### src/rtl/controle_de_cancela_pkg.sv
// Shared state encoding and timer sizing for the entry-barrier controller.
package controle_de_cancela_pkg;

  typedef enum logic [1:0] {
    FECHADA  = 2'd0,
    ABRINDO  = 2'd1,
    ABERTA   = 2'd2,
    FECHANDO = 2'd3
  } estado_t;

  // The timer never holds more than max(tempos)-1; keep at least one bit.
  function automatic int largura_timer(input int tempo_a, input int tempo_b);
    int maior;
    maior = (tempo_a > tempo_b) ? tempo_a : tempo_b;
    return (maior <= 1) ? 1 : $clog2(maior);
  endfunction

endpackage

### src/rtl/controle_de_cancela_contador_de_vagas.sv
// Free-space counter for one lane: saturating entry/exit bookkeeping plus LOTADO.
module contador_de_vagas #(
  parameter int CAPACIDADE    = 200,
  parameter int LARGURA_VAGAS = 8
) (
  input  logic                     CLK,
  input  logic                     ON_OFF,
  input  logic                     entrada,
  input  logic                     saida,
  output logic [LARGURA_VAGAS-1:0] VAGAS,
  output logic                     LOTADO
);

  localparam logic [LARGURA_VAGAS-1:0] CHEIO = LARGURA_VAGAS'(CAPACIDADE);

  logic [LARGURA_VAGAS-1:0] vagas_reg;
  logic [LARGURA_VAGAS-1:0] vagas_next;

  // Coincident entry and exit cancel out.
  always_comb begin
    vagas_next = vagas_reg;
    if (entrada && !saida && (vagas_reg != '0))
      vagas_next = vagas_reg - LARGURA_VAGAS'(1);
    else if (saida && !entrada && (vagas_reg != CHEIO))
      vagas_next = vagas_reg + LARGURA_VAGAS'(1);
  end

  always_ff @(posedge CLK or negedge ON_OFF) begin
    if (!ON_OFF) vagas_reg <= CHEIO;
    else         vagas_reg <= vagas_next;
  end

  assign VAGAS  = vagas_reg;
  assign LOTADO = (vagas_reg == '0);

endmodule

### src/rtl/controle_de_cancela.sv
// Entry-barrier controller: timed open/close FSM, vehicle-entry edge detector,
// intrusion alarm and the free-space counter instance.
module controle_de_cancela
  import controle_de_cancela_pkg::*;
#(
  parameter int TEMPO_MOVIMENTO = 4,
  parameter int TEMPO_ABERTURA  = 8,
  parameter int CAPACIDADE      = 200,
  parameter int LARGURA_VAGAS   = 8
) (
  input  logic                     CLK,
  input  logic                     ON_OFF,
  input  logic                     SOLICITACAO_DE_ENTRADA,
  input  logic                     SENSOR_INTERNO,
  input  logic                     SAIDA_DE_VEICULO,
  input  logic                     ENTRADA_LIBERADA,
  input  logic                     ESTRADA_BLOQUEADA,
  output logic                     ABRIR_CANCELA,
  output logic                     FECHAR_CANCELA,
  output logic                     CANCELA_ABERTA,
  output logic [LARGURA_VAGAS-1:0] VAGAS,
  output logic                     LOTADO,
  output logic                     ALARME
);

  localparam int TW = largura_timer(TEMPO_MOVIMENTO, TEMPO_ABERTURA);
  localparam logic [TW-1:0] CARGA_MOVIMENTO = TW'(TEMPO_MOVIMENTO - 1);
  localparam logic [TW-1:0] CARGA_ABERTURA  = TW'(TEMPO_ABERTURA - 1);

  estado_t        state_reg, state_next;
  logic [TW-1:0]  timer_reg, timer_next;
  logic           sensor_prev_reg;
  logic           alarme_reg, alarme_next;
  logic           entrada_evento;
  logic           timer_zero;

  assign timer_zero = (timer_reg == '0);

  always_comb begin
    state_next = state_reg;
    timer_next = timer_reg;
    unique case (state_reg)
      FECHADA: begin
        if (SOLICITACAO_DE_ENTRADA && ENTRADA_LIBERADA && !ESTRADA_BLOQUEADA && !LOTADO) begin
          state_next = ABRINDO;
          timer_next = CARGA_MOVIMENTO;
        end
      end
      ABRINDO: begin
        if (timer_zero) begin
          state_next = ABERTA;
          timer_next = CARGA_ABERTURA;
        end else begin
          timer_next = timer_reg - TW'(1);
        end
      end
      ABERTA: begin
        // A vehicle under the barrier always holds it open, even on a blocked road.
        if (SENSOR_INTERNO) begin
          timer_next = CARGA_ABERTURA;
        end else if (timer_zero || ESTRADA_BLOQUEADA) begin
          state_next = FECHANDO;
          timer_next = CARGA_MOVIMENTO;
        end else begin
          timer_next = timer_reg - TW'(1);
        end
      end
      FECHANDO: begin
        if (SENSOR_INTERNO) begin
          state_next = ABRINDO;
          timer_next = CARGA_MOVIMENTO;
        end else if (timer_zero) begin
          state_next = FECHADA;
        end else begin
          timer_next = timer_reg - TW'(1);
        end
      end
      default: begin
        state_next = FECHADA;
        timer_next = '0;
      end
    endcase
  end

  always_comb begin
    alarme_next = alarme_reg;
    if (SENSOR_INTERNO && (state_reg == FECHADA)) alarme_next = 1'b1;
    else if (!SENSOR_INTERNO)                     alarme_next = 1'b0;
  end

  always_ff @(posedge CLK or negedge ON_OFF) begin
    if (!ON_OFF) begin
      state_reg       <= FECHADA;
      timer_reg       <= '0;
      sensor_prev_reg <= 1'b0;
      alarme_reg      <= 1'b0;
    end else begin
      state_reg       <= state_next;
      timer_reg       <= timer_next;
      sensor_prev_reg <= SENSOR_INTERNO;
      alarme_reg      <= alarme_next;
    end
  end

  // A vehicle counts as entered when it clears the sensor of an open or closing barrier.
  assign entrada_evento = sensor_prev_reg && !SENSOR_INTERNO &&
                          ((state_reg == ABERTA) || (state_reg == FECHANDO));

  contador_de_vagas #(
    .CAPACIDADE    (CAPACIDADE),
    .LARGURA_VAGAS (LARGURA_VAGAS)
  ) u_vagas (
    .CLK     (CLK),
    .ON_OFF  (ON_OFF),
    .entrada (entrada_evento),
    .saida   (SAIDA_DE_VEICULO),
    .VAGAS   (VAGAS),
    .LOTADO  (LOTADO)
  );

  assign ABRIR_CANCELA  = (state_reg == ABRINDO);
  assign FECHAR_CANCELA = (state_reg == FECHANDO);
  assign CANCELA_ABERTA = (state_reg == ABERTA);
  assign ALARME         = alarme_reg;

endmodule

### config.mk
export PLATFORM = sky130hd
export DESIGN_NAME = controle_de_cancela
export DESIGN_NICKNAME = d
export VERILOG_FILES = /design/src/rtl/controle_de_cancela_pkg.sv /design/src/rtl/controle_de_cancela_contador_de_vagas.sv /design/src/rtl/controle_de_cancela.sv
export SDC_FILE = /design/constraint.sdc
export NUM_CORES = 1
export LEC_CHECK = 0
export BUFFER_PORTS_ARGS = -buffer_cell sky130_fd_sc_hd__buf_2
export CELL_PAD_IN_SITES_DETAIL_PLACEMENT = 1
export CELL_PAD_IN_SITES_GLOBAL_PLACEMENT = 1
export CORE_UTILIZATION = 47
export DETAILED_ROUTE_END_ITERATION = 10
export GPL_TIMING_DRIVEN = 0
export HOLD_SLACK_MARGIN = 0.12
export PLACE_DENSITY = 0.86
export SYNTH_ARGS = -nofsm -noshare
export SYNTH_HDL_FRONTEND = slang
export SYNTH_HIERARCHICAL = 1
export SYNTH_SLANG_ARGS = --single-unit
### constraint.sdc
create_clock -name CLK -period 7.5 [get_ports CLK]
set_clock_uncertainty 0.2 [all_clocks]
set_input_delay 0.75 -clock CLK [delete_from_list [all_inputs] [get_ports CLK]]
set_output_delay 0.75 -clock CLK [all_outputs]
set_load 0.03 [all_outputs]
==> flow_metrics.py <==
metrics = {
    "floorplanning": {
        "io_pins": 20,
        "dieWidth_um": 55.2,
        "die-area_mm2": 0.00305,
        "start_util": 0.519,
        "fp-row-count": 18,
        "coreArea_mm2": 0.00257,
        "die_h_um": 55.2,
    },
    "sta": {
        "worstMarginPinSlew_ns": 0.612,
        "hold_viol_final": 0,
        "slew_headroom": 0.588,
        "setup-violations-final": 0,
        "slew_violations": 0,
        "fmax_mhz": 275,
        "whs_ns": 0.151,
        "fin_crit_ns": 3.64,
        "setup_ws_ns": 3.86,
        "rsz0062_at_grt": "no",
        "final.period_utilization": 0.485,
        "finalSetupTns_ns": 0,
    },
    "synth": {
        "synth_ff_type": "dfrtp_1",
        "synth_fp_nets": 157,
        "synth_seq_area_share": 0.285,
        "async_reset_ff_frac": 1.00,
        "ys_types": 49,
        "synth_area_mm2": 0.00133,
        "synth_area_per_cell_um2": 9.80,
        "synth_edf_count": 0,
        "synth.ff_latch_count": 15,
        "syn_inst": 136,
        "synth_warnings": 6,
    },
    "setup_path": {
        "end_kind": "register",
        "crit-reg2reg-launch": "state_reg[0]",
        "cp_top_family": "compound AO/OA/AOI/OAI gates",
        "cp_max_fo": 8,
        "critical_path.startpoint": "state_reg[0]",
        "critPathMaxStageDelay_ns": 0.49,
        "slowest_stage": "a2111oi_0",
        "arrival_ns": 3.65,
        "critical_path.cell_chain": "inv_1 -> ha_1 -> nor2_1 -> nor3b_1 -> nand2b_1 -> a21oi_2 -> inv_1 -> fa_1 -> nand2b_1 -> a2111oi_0 -> a211oi_1 -> mux2i_1",
        "start_kind": "register",
        "worst-setup-path-type": "register to register",
        "cp_num_buf_inv": 2,
        "required_ns": 7.52,
    },
    "route": {
        "route.detailed.drc": 0,
        "final_antenna_net_count": 0,
        "routed_wl_um": 3570,
        "vias": 1157,
        "drtIter0Drc": 43,
        "dr.pass1.iters": 4,
        "vias_per_cell": 6.12,
        "wl_per_cell_um": 18.9,
    },
    "power": {
        "switching_share": 0.505,
        "seqPwrFrac": 0.245,
        "power-per-cell-area_mw_per_mm2": 478,
        "total_power_mw": 0.713,
        "switchingPower_mw": 0.360,
        "leakage_nw": 0.694,
        "intPower_mw": 0.353,
        "clkPwrFrac": 0.067,
        "ir_worst_vdd_uv": 271,
        "pwr-share-comb": 0.687,
    },
    "placement": {
        "dp_hpwl_um": 2840,
        "place_inst": 185,
        "dp_slack_ns": 3.93,
        "io_buffers": 19,
        "gp_congestion": 0.905,
        "placed_area_mm2": 0.00147,
    },
    "global_routing": {
        "overflow": 0,
        "antenna_found_initial": 0,
        "grt_max_degree": 16,
        "grt_usage": 0.243,
        "grt_pass1_vias": 1179,
        "grt_first_pass_wirelength_um": 5920,
    },
    "cells_and_area": {
        "n_fill_cell": 309,
        "fin_nets": 181,
        "final_common_cell": "buf_2",
        "layout_common_cells": "buf_2, ha_1, dfrtp_1, inv_1, nor2_1",
        "fin_util": 0.581,
        "num_antenna_cells": 0,
        "regArea_um2": 379,
        "areaGrowthSynthToFinish_pct": 11.9,
        "fin_area_mm2": 0.00149,
        "largest_reg_flops": 8,
        "multiInputGateArea_um2": 901,
        "stdcell_count": 189,
        "drive_gt1_frac": 0.277,
    },
    "clock_tree": {
        "cts_resized": 0,
        "htree_levels": 1,
        "clockBufferDepth": 2,
        "ctsHoldBuffers": 0,
        "tritoncts": "built",
        "cts_made_buffers": 3,
        "clkSlewWorstSetupHoldPaths_ns": 0.09,
        "clock-sinks": 15,
        "worst_skew_pair.late_latency_ns": 0.29,
        "post-cts-setup-buffers": 0,
        "cts-root-buf": "clkbuf_4",
    },
    "outcome": {
        "status": "complete, no violations",
    },
    "min_path": {
        "hp-class": "input port to async pin",
    },
    "job": {
        "cap_violations": 0,
    },
}
==> routing by layer <==
layer,GRT usage,share of wire,vias to the layer above
met5,0,0,-
met4,0.0464,0.0076,0
met1,0.316,0.45,575
met2,0.422,0.51,22
li1,-,-,556
met3,0.0468,0.035,4
==> power groups by stage <==
| stage | combinational, mW | sequential [mW] | clock (mW) |
|---|---|---|---|
| floorplan | 0.329 | 0.208 | 0 |
| global placement | 0.456 | 0.171 | 0 |
| detailed placement | 0.488 | 0.176 | 0 |
| CTS | 0.492 | 0.175 | 0.0492 |
| global route | 0.533 | 0.181 | 0.0520 |
| finish | 0.490 | 0.175 | 0.0481 |
==> cells by family after synthesis <==
kind of cell | Yosys count | synth area share
buffers and inverters | 12 | 0.0394
flip-flops | 15 | 0.285
AO/OA/AOI/OAI | 38 | 0.213
multiplexers | 10 | 0.0948
AND/OR/NAND/NOR | 44 | 0.211
adder cells (fa/ha/maj) | 14 | 0.137
XOR/XNOR | 3 | 0.0197
==> cells in the mapped netlist (all sizes together) (2+ instances only) <==
master  count  share of area
xnor2       3          0.020
inv        11          0.031
o21ai       7          0.029
mux2i       4          0.030
a211o       3          0.021
nand2       5          0.014
nor3b       5          0.028
nand2b      6          0.034
nand3       2          0.011
mux2        6          0.065
dfrtp      12           0.23
nor4        2          0.014
dfstp       3          0.059
o211ai      2          0.011
a21oi       7          0.032
a211oi      5          0.028
o311ai      3          0.020
nor2b       6          0.036
a21o        3          0.017
nor3        2         0.0075
ha         13           0.12
nor2        9          0.025
==> layout make-up <==
class	count	area share
Clock buffer	4	0.0176
Inverter	11	0.0277
Buffer	1	0.00755
Timing Repair Buffer	19	0.0638
Tap cell	30	0.0252
Sequential cell	15	0.254
Multi-Input combinational cell	109	0.604
==> worst paths after layout <==
check                                        end  slack [ns]  depth (start not counted)
worst min register to register            ALARME        0.34                          2
worst max register to register  u_vagas/VAGAS[6]        3.86                         12
worst min-delay path                timer_reg[0]        0.15                          1
min in group CLK                          ALARME        0.34                          2
worst max-delay path            u_vagas/VAGAS[6]        3.86                         12
max in group asynchronous       u_vagas/VAGAS[3]        6.65                          1
Power figures use the tool's default switching activity.
